## src/rtl/jpd_pkg.sv

```systemverilog
// jpd_pkg: shared types and defaults for the Johnson phase decoder.
package jpd_pkg;

  // Lock tracking states: no reference phase, building a run of steps, locked.
  typedef enum logic [1:0] {
    UNLOCKED = 2'd0,
    LOCKING  = 2'd1,
    LOCKED   = 2'd2
  } jpd_state_t;

  // Consecutive legal steps required before lock is declared.
  localparam int LOCK_CNT_DEFAULT = 3;

endpackage

```

## src/rtl/johnson_code_check.sv

```systemverilog
// johnson_code_check: combinational decode of an N-bit Johnson code into its
// phase index (0..2N-1), flagging any value that is not a Johnson state.
module johnson_code_check #(
  parameter int N = 4
) (
  input  logic [N-1:0]           jc_in,
  output logic                   legal,
  output logic [$clog2(2*N)-1:0] idx
);

  localparam int IW = $clog2(2*N);

  // Code of phase i: the low i bits set while filling, then zeros
  // shifting in from the bottom while draining.
  function automatic logic [N-1:0] code_of(input int i);
    logic [N:0] ones;
    if (i <= N) begin
      ones = ({{N{1'b0}}, 1'b1} << i) - {{N{1'b0}}, 1'b1};
      return ones[N-1:0];
    end else begin
      ones = ({{N{1'b0}}, 1'b1} << (i - N)) - {{N{1'b0}}, 1'b1};
      return ~ones[N-1:0];
    end
  endfunction

  // Match jc_in against every Johnson state; codes are unique so at most one hits.
  always_comb begin
    legal = 1'b0;
    idx   = '0;
    for (int i = 0; i < 2*N; i++) begin
      if (jc_in == code_of(i)) begin
        legal = 1'b1;
        idx   = IW'(i);
      end else begin
        legal = legal;
        idx   = idx;
      end
    end
  end

endmodule

```

## src/rtl/johnson_phase_decoder.sv

```systemverilog
// johnson_phase_decoder: decodes a Johnson counter output into a registered
// phase index / one-hot phase and tracks whether the counter is stepping
// cleanly (lock FSM with err pulses on illegal codes or skipped phases).
// Optional feature: define JPD_ERR_COUNT_EN to add an 8-bit saturating err_cnt.
module johnson_phase_decoder
  import jpd_pkg::*;
#(
  parameter int N        = 4,
  parameter int LOCK_CNT = LOCK_CNT_DEFAULT
) (
  input  logic                   clk,
  input  logic                   rst,
  input  logic [N-1:0]           jc_in,
  input  logic                   in_valid,
  output logic [$clog2(2*N)-1:0] phase_idx,
  output logic [2*N-1:0]         phase_onehot,
  output logic                   locked,
  output logic                   err
`ifdef JPD_ERR_COUNT_EN
  ,
  output logic [7:0]             err_cnt
`endif
);

  localparam int            IW          = $clog2(2*N);
  localparam logic [IW-1:0] LAST_IDX    = IW'(2*N - 1);
  localparam logic [3:0]    LOCK_TARGET = 4'(LOCK_CNT);

  jpd_state_t      state;
  logic [3:0]      cnt;
  logic            code_legal;
  logic [IW-1:0]   code_idx;
  logic [IW-1:0]   next_idx;
  logic            step_ok;
  logic [3:0]      cnt_inc;
  logic [2*N-1:0]  code_onehot;

  johnson_code_check #(.N(N)) u_check (
    .jc_in (jc_in),
    .legal (code_legal),
    .idx   (code_idx)
  );

  // Successor of the held phase (wrapping at 2N-1) and whether the new code is that successor.
  always_comb begin
    if (phase_idx == LAST_IDX) begin
      next_idx = '0;
    end else begin
      next_idx = phase_idx + IW'(1);
    end
    step_ok     = code_legal && (code_idx == next_idx);
    cnt_inc     = cnt + 4'd1;
    code_onehot = {{(2*N-1){1'b0}}, 1'b1} << code_idx;
  end

  // Lock FSM with registered phase, locked and err; nothing moves while in_valid is low.
  always_ff @(posedge clk or posedge rst) begin
    if (rst) begin
      state        <= UNLOCKED;
      cnt          <= 4'd0;
      phase_idx    <= '0;
      phase_onehot <= {{(2*N-1){1'b0}}, 1'b1};
      locked       <= 1'b0;
      err          <= 1'b0;
    end else begin
      err <= 1'b0;
      if (!in_valid) begin
        state <= state;
      end else if (!code_legal) begin
        // Garbage code: phase holds, tracking is abandoned.
        state  <= UNLOCKED;
        cnt    <= 4'd0;
        locked <= 1'b0;
        err    <= 1'b1;
      end else begin
        phase_idx    <= code_idx;
        phase_onehot <= code_onehot;
        case (state)
          UNLOCKED: begin
            state  <= LOCKING;
            cnt    <= 4'd0;
            locked <= 1'b0;
          end
          LOCKING, LOCKED: begin
            if (!step_ok) begin
              // Legal code but skipped phase: re-seed from this code.
              state  <= LOCKING;
              cnt    <= 4'd0;
              locked <= 1'b0;
              err    <= 1'b1;
            end else if (state == LOCKED) begin
              state  <= LOCKED;
              locked <= 1'b1;
            end else if (cnt_inc == LOCK_TARGET) begin
              state  <= LOCKED;
              cnt    <= cnt_inc;
              locked <= 1'b1;
            end else begin
              state  <= LOCKING;
              cnt    <= cnt_inc;
              locked <= 1'b0;
            end
          end
          default: begin
            state  <= UNLOCKED;
            cnt    <= 4'd0;
            locked <= 1'b0;
          end
        endcase
      end
    end
  end

`ifdef JPD_ERR_COUNT_EN
  // Count err pulses, sticking at 255.
  always_ff @(posedge clk or posedge rst) begin
    if (rst) begin
      err_cnt <= 8'd0;
    end else if (err && (err_cnt != 8'hFF)) begin
      err_cnt <= err_cnt + 8'd1;
    end else begin
      err_cnt <= err_cnt;
    end
  end
`endif

endmodule

```

## config.mk

```make
export PLATFORM = sky130hd
export DESIGN_NAME = johnson_phase_decoder
export DESIGN_NICKNAME = d
export VERILOG_FILES = /design/src/rtl/jpd_pkg.sv /design/src/rtl/johnson_code_check.sv /design/src/rtl/johnson_phase_decoder.sv
export SDC_FILE = /design/constraint.sdc
export NUM_CORES = 1
export LEC_CHECK = 0
export ABC_CLOCK_PERIOD_IN_PS = 4700
export CAP_MARGIN = 15
export CORE_ASPECT_RATIO = 1.1
export CORE_UTILIZATION = 35
export CTS_CLUSTER_SIZE = 16
export DETAILED_ROUTE_END_ITERATION = 8
export GPL_TIMING_DRIVEN = 0
export SLEW_MARGIN = 20
export SYNTH_ARGS = -nofsm -noshare
export SYNTH_HDL_FRONTEND = slang
export SYNTH_SLANG_ARGS = --single-unit
```

## constraint.sdc

```tcl
create_clock -name clk -period 4.7 [get_ports clk]
set_clock_uncertainty 0.15 [all_clocks]
set_input_delay 0.47 -clock clk [delete_from_list [all_inputs] [get_ports clk]]
set_output_delay 0.47 -clock clk [all_outputs]
set_load 0.02 [all_outputs]
```

; Yosys cells after proc, flatten, opt, wreduce, memory -nomap -nowiden
; Index checks and enable logic that the tools add are counted.
[op_classes]
add_sub_neg = 2
multipliers = 0
div_mod_pow = 0
magnitude_cmp = 0
n_eq_ne = 13
n_shift = 1
muxes = 34
bitwise = 0
reduce_logical = 6
[op_table]
columns = operator, n
row1 = $mux 1, 18
row2 = $eq 4x4->1 const B, 4
row3 = $mux 4, 4
row4 = $mux 3, 5
row5 = $mux 2, 6
row6 = $eq 4x2->1 const B, 2
row7 = $shl 1x3->8 const A, 1
row8 = $add 4x1->4 const B, 1
row9 = $eq 4x1->1 const B, 1
row10 = $eq 4x3->1 const B, 1
row11 = $logic_not 4->1, 1
row12 = $ne 4x4->1 const B, 1
row13 = $pmux 2 s2, 1
row14 = $reduce_and 2->1, 2
row15 = $add 3x1->3 const B, 1
row16 = $eq 3x3->1, 1
row17 = $eq 3x3->1 const B, 1
row18 = $eq 2x1->1 const B, 1
row19 = $eq 2x2->1 const B, 1
row20 = $logic_not 2->1, 1
row21 = $reduce_or 2->1, 1
row22 = $logic_and 1x1->1, 1
[word_totals]
register_bits = 19
latchBits = 0
mem_bits_rw = 0
romBits = 0
input_bits = 7
output_inout_bits = 13
wordCells = 62
n_memories = 0

; Longest topological paths before layout
; Gate-level depths: netlist of run 1.
[depth]
word_depth = 14
depth_mapped = 7
mapped_depth_nobuf = 7

; Cells and area by module
; A second synthesis of run 1 with hierarchy kept.
[unflattened]
cells_unflattened = 109
area_unflattened_um2 = 1111.1
[modules_own_cells]
columns = module, instances, cells_per_inst, area_each_um2, seq_area_each_um2
row1 = johnson_phase_decoder, 1, 98, 1026.0, 476.7
row2 = johnson_code_check, 1, 11, 85.1, 0.0

; Worst setup path after synthesis of run 1
; OpenSTA, ideal clock, no wires.
[synth_timing]
kind = register to register
from = register phase_idx[0]
to = register state[1]
setup_time_ns = 0.067
arrival_time_ns = 1.852
t_required_ns = 4.483
path_slack_ns = 2.631
stages_incl_launch_ff = 8
n_path_buf = 0
synth_period_minus_slack_ns = 2.069
cell_sequence = dfrtp_1 -> ha_1 -> ha_1 -> inv_1 -> o311ai_2 -> nand4_4 -> a21oi_2 -> a32o_1
[synth_via]
elab_chain_len = 7
word_cells_on_any_way = 8
classes_between = add/sub: 1 / eq/ne: 2 / mux: 4 / reduce/logical: 1
[synth_rtl]
columns = item, line_no
row1 = from (decl), johnson_phase_decoder.sv:15  ; output logic [$clog2(2*N)-1:0] phase_idx,
row2 = from (signal assigned), johnson_phase_decoder.sv:76  ; phase_idx <= code_idx;
row3 = $add 3x1->3 / $eq 3x3->1 (equally long branches), "johnson_phase_decoder.sv:49, johnson_phase_decoder.sv:46"
row4 = $mux 3 (*), johnson_phase_decoder.sv:46  ; if (phase_idx == LAST_IDX) begin
row5 = $eq 3x3->1 (*), johnson_phase_decoder.sv:51  ; step_ok = code_legal && (code_idx == next_idx);
row6 = $logic_and 1x1->1 (*), johnson_phase_decoder.sv:51
row7 = $mux 2 (*), johnson_phase_decoder.sv:85  ; if (!step_ok) begin
row8 = $pmux 2 s2 (*), johnson_phase_decoder.sv:78  ; case (state)
row9 = $mux 2 (*), johnson_phase_decoder.sv:69  ; end else if (!code_legal) begin
row10 = to (signal assigned), johnson_phase_decoder.sv:68  ; state <= state;
row11 = to (decl), johnson_phase_decoder.sv:29  ; jpd_state_t state;
; Every way passes the cells marked *; elsewhere a longest branch is shown, timed or not.
; A chain may end at the register's enable or synchronous reset.

; Worst setup path in the final report of run 1
; Ends and elaborated chain as after synthesis.

==> results of run 1 <==
[registers in the layout, summed over array words and instances, names as in the netlist]
signal / flops
err: 1
phase_idx: 3
cnt: 4
locked: 1
phase_onehot: 8
state: 2
[cell type report]
| type | instances | area, um2 |
|---|---|---|
| fillers | 364 | 1870 |
| multi-input cells | 114 | 749 |
| flip-flops and latches | 19 | 477 |
| repair buffers | 17 | 170 |
| plain buffers | 8 | 41.3 |
| clock buffers | 3 | 22.5 |
| well taps | 48 | 60.1 |
| inverters | 11 | 41.3 |
| clock inverters | 1 | 5.00 |
[critical path, cell delays in order (launching register included)]
cell and delay (ps):
dfrtp_1 440, ha_1 210, ha_1 330, inv_1 70, o311ai_2 330, nand4_4 210
a21oi_2 210, a32o_1 180
[worst paths after layout]
| path | to | slack (ps) | depth (start not counted) | startpoint |
|---|---|---|---|---|
| worst max-delay path | state[1] | 2510 | 7 | phase_idx[0] |
| worst min-delay path | phase_onehot[0] | 360 | 3 | jc_in[1] |
| min in group asynchronous | cnt[0] | 420 | 2 | rst |
| max in group asynchronous | phase_onehot[7] | 3520 | 2 | rst |
| worst min register to register | phase_onehot[0] | 360 | 2 | phase_onehot[0] |
| worst max register to register | state[1] | 2510 | 7 | phase_idx[0] |
[cell families after synthesis]
kind of cell	after synthesis
simple gates	49
buf+inv	19
flops	19
compound gates	53
fa+ha+maj	8
xor+xnor	4
[cells in the mapped netlist, types with 4 or more instances]
master,count,area share (%)
a21oi_1,14,5.4
clkbuf_1,4,1.1
dfrtp_1,18,34
ha_1,8,7.6
inv_1,10,2.9
nand2_1,11,3.2
nand2b_1,6,2.9
nand3_1,6,2.3
nor2_1,9,2.6
nor2b_1,4,1.9
nor3_1,4,1.5
o21ai_0,13,5.0
o21ai_1,4,1.5
[per-stage QoR]
stage / instances / setup WS, ps / power, mW
final: 221 / 2510 / 0.444
after global routing: 221 / 2400 / 0.475
after CTS: 221 / 2510 / 0.446
after detailed placement: 217 / 2280 / 0.355
after global placement: 217 / 2330 / 0.350
after floorplan: 152 / 2630 / 0.300
[power by group through the flow]
stage                     combinational, mW  sequential, mW  clock, mW
after global placement                0.153           0.197          0
after global routing                  0.176           0.197      0.102
after floorplan                      0.0879           0.212          0
final                                 0.158           0.194     0.0914
after CTS                             0.158           0.194     0.0932
after detailed placement              0.158           0.198          0
[metal layers]
metal | share of wire [%] | vias to the layer above | track usage (%)
met3 | 3.8 | 9 | 3.13
li1 | - | 588 | -
met4 | 2.4 | 0 | 9.30
met1 | 44 | 566 | 21.3
met5 | 0 | - | 0
met2 | 50 | 36 | 28.3
==> flow_metrics.env, run 1 <==
export IMPL_cp_required_ps=4810
export IMPL_muxShareOfSynthArea_pct=0
export IMPL_cts_tree="done"
export IMPL_outcome="completed"
export IMPL_cap_violations=0
export IMPL_clk_latency_ps=310
export IMPL_core_um2=3440
export IMPL_clkSlewWorstSetupHoldPaths_ps=130
export IMPL_synth_top_family_by_area="compound AO/OA/AOI/OAI gates"
export IMPL_cts_made_buffers=3
export IMPL_setup_tns_ps=0
export IMPL_overflow=0
export IMPL_ys_types=44
export IMPL_slew_headroom_pct=50.9
export IMPL_power_switching_uw=165
export IMPL_gp_congestion=0.866
export IMPL_syn_avg_cell_area_um2=8.61
export IMPL_rsz0062_at_grt="false"
export IMPL_crit_fanout=7
export IMPL_hold_violations=0
export IMPL_fp_dieH_um=66.1
export IMPL_p_clk_share_pct=20.6
export IMPL_finalCritPeriodShare_pct=46.6
export IMPL_synth_cells=152
export IMPL_first_iter_violations=47
export IMPL_dr_pass1_iters=4
export IMPL_tightest_slew_ps=735
export IMPL_fin_area_um2=1570
export IMPL_layout_drive_gt1_share_pct=8.67
export IMPL_synthXorXnorAreaFrac_pct=2.68
export IMPL_routed_via_density=5.43
export IMPL_final_cell_mix="dfrtp_1, clkdlybuf4s50_1, a21oi_1"
export IMPL_yosys_area_share_simple_pct=21.0
export IMPL_chipWidth_um=60.3
export IMPL_hold_class="in -> reg"
export IMPL_mostFrequentLayoutCell="dfrtp_1"
export IMPL_power_density_nw_per_um2=283
export IMPL_grt_max_degree=20
export IMPL_synth_edff_count=0
export IMPL_syn_nets=167
export IMPL_io_buffer_count=17
export IMPL_worst_setup_path_start_kind="flip-flop"
export IMPL_p_seq_share_pct=43.8
export IMPL_finalSetupViolations=0
export IMPL_vias=1199
export IMPL_area_delta_synth_final_pct=19.7
export IMPL_cts_root_buf="clkbuf_4"
export IMPL_final_max_slew_viol_count=0
export IMPL_yosysSeqAreaShare_pct=36.4
export IMPL_endpoint_kind="flip-flop"
export IMPL_fmax_mhz=456
export IMPL_clock_sinks=19
export IMPL_remaining_drc_errors=0
export IMPL_cp_arrival_ps=2300
export IMPL_grt_pass1_wl_um=5220
export IMPL_clockBufferDepth=2
export IMPL_combPwrFrac_pct=35.6
export IMPL_fp_row_count=22
export IMPL_die_area_um2=3990
export IMPL_period_needed_ps=2190
export IMPL_hpwl_um=2320
export IMPL_fin_hold_ws_ps=359
export IMPL_ys_ff_latch=19
export IMPL_synth_area_um2=1310
export IMPL_vdd_drop_max_mv=0.0925
export IMPL_p_int_uw=278
export IMPL_io_pins=20
export IMPL_wl_per_cell_um=13.9
export IMPL_htreeDepth=1
export IMPL_grt_antenna_before_repair=0
export IMPL_ys_warn_count=0
export IMPL_fin_util_pct=45.5
export IMPL_swShare_pct=37.3
export IMPL_total_leakage_power_nw=0.658
export IMPL_n_antenna_cell=0
export IMPL_cts_resized=0
export IMPL_post_dp_cell_area_um2=1540
export IMPL_final_nets=189
export IMPL_routed_wl_um=3080
export IMPL_yosys_most_used_dff="dfrtp_1"
export IMPL_synthAdderAreaFrac_pct=7.65
export IMPL_track_usage_pct=17.4
export IMPL_start_util_pct=38.0
export IMPL_post_cts_buffers=0
export IMPL_synth_compound_area_share_pct=25.9
export IMPL_worstSetupPathType="reg -> reg"
export IMPL_async_flop_share_pct=100
export IMPL_grt_pass1_vias=1200
export IMPL_postCtsHoldBufs=0
export IMPL_ant_nets=0
(Power assumes the default switching activity.)
==> inputs of run 2 (changes only) <==
--- a/config.mk
+++ b/config.mk
@@ -5,7 +5,7 @@
 export SDC_FILE = /design/constraint.sdc
 export NUM_CORES = 1
 export LEC_CHECK = 0
-export ABC_CLOCK_PERIOD_IN_PS = 4700
+export ABC_CLOCK_PERIOD_IN_PS = 1900
 export CAP_MARGIN = 15
 export CORE_ASPECT_RATIO = 1.1
 export CORE_UTILIZATION = 35
==> constraint.sdc (replaced) <==
create_clock -name clk -period 1.9 [get_ports clk]
set_clock_uncertainty 0.15 [all_clocks]
set_input_delay 0.19 -clock clk [delete_from_list [all_inputs] [get_ports clk]]
set_output_delay 0.19 -clock clk [all_outputs]
set_load 0.02 [all_outputs]
==> flow_metrics.env, run 2 (same netlist as run 1, synthesis figures left out) <==
export IMPL_outcome="complete, but fails checks"
export IMPL_violations="negative setup slack"
export IMPL_hold_violations=0
export IMPL_tightest_slew_ps=726
export IMPL_fin_hold_ws_ps=97.9
export IMPL_cp_arrival_ps=2040
export IMPL_fin_util_pct=48.3
export IMPL_dr_pass1_iters=4
export IMPL_fp_row_count=22
export IMPL_setup_tns_ps=-374
export IMPL_first_iter_violations=66
export IMPL_finalCritPeriodShare_pct=104
export IMPL_fin_area_um2=1660
export IMPL_gp_congestion=0.863
export IMPL_fmax_mhz=504
export IMPL_vias=1230
export IMPL_htreeDepth=1
export IMPL_clock_sinks=19
export IMPL_largestRegisters="phase_onehot: 8 flops, cnt: 4 flops, phase_idx: 3 flops"
export IMPL_clkSlewWorstSetupHoldPaths_ps=110
export IMPL_wl_per_cell_um=13.6
export IMPL_cts_tree="done"
export IMPL_io_buffer_count=17
export IMPL_final_nets=192
export IMPL_grt_max_degree=20
export IMPL_final_cell_mix="clkdlybuf4s50_1, dfrtp_1, a21oi_1"
export IMPL_cts_made_buffers=3
export IMPL_preCtsSetupSlack_ps=-235
export IMPL_period_needed_ps=1980
export IMPL_track_usage_pct=16.8
export IMPL_core_um2=3440
export IMPL_fin_ws_ps=-84.1
export IMPL_largest_register="phase_onehot"
export IMPL_post_dp_cell_area_um2=1590
export IMPL_routed_wl_um=3060
export IMPL_vdd_drop_max_mv=0.296
export IMPL_clockBufferDepth=2
export IMPL_io_pins=20
export IMPL_worst_setup_path_start_kind="flip-flop"
export IMPL_start_util_pct=38.0
export IMPL_rsz0062_at_grt="true"
export IMPL_largest_reg_flops=8
export IMPL_slew_headroom_pct=51.5
export IMPL_fp_dieH_um=66.1
export IMPL_hold_class="in -> reg"
export IMPL_overflow=0
export IMPL_mostFrequentLayoutCell="clkdlybuf4s50_1"
export IMPL_cp_required_ps=1950
export IMPL_hpwl_um=2260
export IMPL_chipWidth_um=60.3
export IMPL_finalSetupViolations=7
export IMPL_area_delta_synth_final_pct=27.1
export IMPL_grt_pass1_vias=1196
export IMPL_final_max_slew_viol_count=0
export IMPL_routed_via_density=5.49
export IMPL_die_area_um2=3990
export IMPL_cts_root_buf="clkbuf_4"
export IMPL_postCtsHoldBufs=0
export IMPL_ant_nets=0
export IMPL_n_antenna_cell=0
export IMPL_endpoint_kind="flip-flop"
export IMPL_grt_antenna_before_repair=0
export IMPL_clk_latency_ps=300
export IMPL_cap_violations=0
export IMPL_layout_drive_gt1_share_pct=14.8
export IMPL_total_leakage_power_nw=0.678
export IMPL_worstSetupPathType="reg -> reg"
export IMPL_grt_pass1_wl_um=5040
export IMPL_remaining_drc_errors=0
export IMPL_power_density_nw_per_um2=708
export IMPL_crit_fanout=6
[run 2: cell type report]
cell class	instances	area [um2]
Multi-Input combinational cell	114	818
Tap cell	48	60.1
Inverter	11	43.8
Clock buffer	4	26.3
Timing Repair Buffer	20	193
Fill cell	334	1780
Sequential cell	19	479
Buffer	8	42.5
[run 2: final timing paths]
path	from	endpoint	slack (ps)	cells past startpoint
setup / recovery	phase_idx[1]	state[1]	-80	7
hold / removal	jc_in[1]	phase_onehot[2]	100	3
setup reg to reg	phase_idx[1]	state[1]	-80	7
hold reg to reg	phase_onehot[5]	phase_onehot[5]	360	2
max in group asynchronous	rst	phase_idx[0]	960	2
min in group asynchronous	rst	phase_onehot[3]	140	2
[run 2: stage by stage]
| stage | instances | power [mW] |
|---|---|---|
| 2_1_floorplan | 152 | 0.798 |
| 6_report | 224 | 1.18 |
| 5_1_grt | 224 | 1.25 |
| 3_3_place_gp | 217 | 0.928 |
| 4_1_cts | 224 | 1.17 |
| 3_5_place_dp | 217 | 0.940 |
[run 2: timing repair]
| item | CTS | global route |
|---|---|---|
| buffers inserted | 3 | 0 |
| gates resized for setup | 2 | 4 |
| setup endpoints to repair | 5 | 9 |
| pin swaps | 5 | 6 |
[run 2: worst max-delay path: stages, from the launching register on]
cell and delay [ps]:
dfrtp_2 450, ha_4 170, ha_4 300, nor4_2 40
a311o_1 360, nand4_4 130, a21oi_4 50, a32o_1 220
[run 2: routing by layer]
metal,track usage [%],vias to the layer above,part of all wire (%)
li1,-,595,-
met1,20.1,595,46
met2,28.4,34,49
met3,2.94,6,4.0
met4,8.14,0,1.4
met5,0,-,0
[run 2: power breakdown]
part           total, mW  switching, mW  leakage, nW  internal, mW
clock              0.211          0.129       0.0150        0.0819
sequential         0.484         0.0357        0.247         0.448
combinational      0.482          0.261        0.416         0.221
total               1.18          0.426        0.678         0.752
==> variant, RTL diff (config.mk and constraints of run 1) <==
`N` is set to 4 in 2 places; all go to 2.
--- a/src/rtl/johnson_code_check.sv
+++ b/src/rtl/johnson_code_check.sv
@@ -3,3 +3,3 @@
 module johnson_code_check #(
-  parameter int N = 4
+  parameter int N = 2
 ) (
--- a/src/rtl/johnson_phase_decoder.sv
+++ b/src/rtl/johnson_phase_decoder.sv
@@ -7,3 +7,3 @@
 #(
-  parameter int N        = 4,
+  parameter int N        = 2,
   parameter int LOCK_CNT = LOCK_CNT_DEFAULT
Ports: changed (resized jc_in, phase_idx and phase_onehot); port bits go from 20 to 13. No check against the original RTL was run, so the function may have changed too.
==> variant against run 1 <==
First-iteration DRC count down 62%. Sequential cell count shrank 5. Die area fell by 30%. Sequential power is 22% lower. Clock power decreased by 4.2%. Worst setup slack better by 0.015 ns. Via count down 44%. Wire length fell by 43%. Final area fell by 31%. Total power down 20%. Global-route usage decreased by 2.5 points. Area after synthesis down 31%. Largest cell class unchanged.
==> variant: results (changes against run 1) <==
[worst_setup_path]
cp_max_fo = 5  ; was 7
cpPeakStageDelay_ns = 0.51  ; was 0.44 ns
reg2reg_depth = 4  ; was 7

[power]
intPower_w = 0.000240  ; was 0.000278 W
pg_comb_w = 0.000118  ; was 0.000158 W
leakagePower_nw = 0.516  ; was 0.658 nW
ir_drop_uv = 200  ; was 92.5 uV

[cells_and_area]
clkCellAreaFrac_pct = 3.33  ; was 1.76%
multiInputCombCellCount = 60  ; was 114
clock_buffers = 4  ; was 3
multi_input_area_um2 = 503  ; was 749 um^2
drive_gt1_share_pct = 13.9  ; was 8.67%
regArea_um2 = 352  ; was 477 um^2
reg_top3 = cnt (4), phase_onehot (4)  ; was phase_onehot (8), cnt (4), phase_idx (3)
buffer_area_share_pct = 11.3  ; was 13.5%
n_all_inverters = 10  ; was 11
nNetsFinal = 118  ; was 189

[detailed_routing]
routedWlPerCell_um = 13.4  ; was 13.9 um
vias = 673  ; was 1199
drtIter0Drc = 18  ; was 47
via_per_inst = 5.14  ; was 5.43

[min_path]
holdPathEnd = phase_onehot[3]  ; was phase_onehot[0]
worstHoldStart = in_valid  ; was jc_in[1]

[placed_design]
io_buffers = 11  ; was 17

[run_status]
status = finished, final reports clean  ; unchanged

[logic_synthesis]
ys_seq_area_share_pct = 38.9  ; was 36.4%
synthXorXnorAreaFrac_pct = 0.968  ; was 2.68%
synth_area_leaders = dfrtp_1 (36%), ha_1 (15%), mux2_4 (6.6%), inv_1 (4.1%), dfstp_2 (2.9%)  ; was dfrtp_1 (34%), ha_1 (7.6%), a21oi_1 (5.4%), o21ai_0 (5.0%), nand2_1 (3.2%)
synth_top_cells_by_count = dfrtp_1 (13), ha_1 (11), inv_1 (10)  ; was dfrtp_1 (18), a21oi_1 (14), o21ai_0 (13)
avgSynthCellArea_um2 = 10.5  ; was 8.61 um^2

[grt]
first_global_vias = 664  ; was 1200
track_usage_pct = 14.9  ; was 17.4%

[sta]
fin_hold_ws_ns = 0.336  ; was 0.359 ns
fmax_mhz = 460  ; was 456 MHz

[clocking]
cts.clk_slew.worst_paths_ns = 0.09  ; was 0.13 ns

## variant: per-layer routing
layer | GRT usage (%) | part of all wire, % | vias up
li1 | - | - | 335
met3 | 2.75 | 3.0 | 2
met1 | 19.8 | 47 | 323
met4 | 8.33 | 0.97 | 0
met2 | 22.5 | 49 | 13
met5 | 0 | 0 | -
## variant: through the flow
stage	power, W	cell area (um^2)
finish	0.000357	1090
global route	0.000383	1090
CTS	0.000362	1090
detailed placement	0.000272	1050
global placement	0.000269	1050
floorplan	0.000234	905
## variant: worst max-delay path by stage
stage | startpoint | endpoint | cells past startpoint
3_5_place_dp | jc_in[0] | state[0] | 6
3_3_place_gp | jc_in[0] | state[0] | 6
6_report | jc_in[0] | state[0] | 6
4_1_cts | jc_in[0] | state[0] | 6
5_1_grt | jc_in[1] | state[0] | 6
2_1_floorplan | phase_idx[0] | state[0] | 4
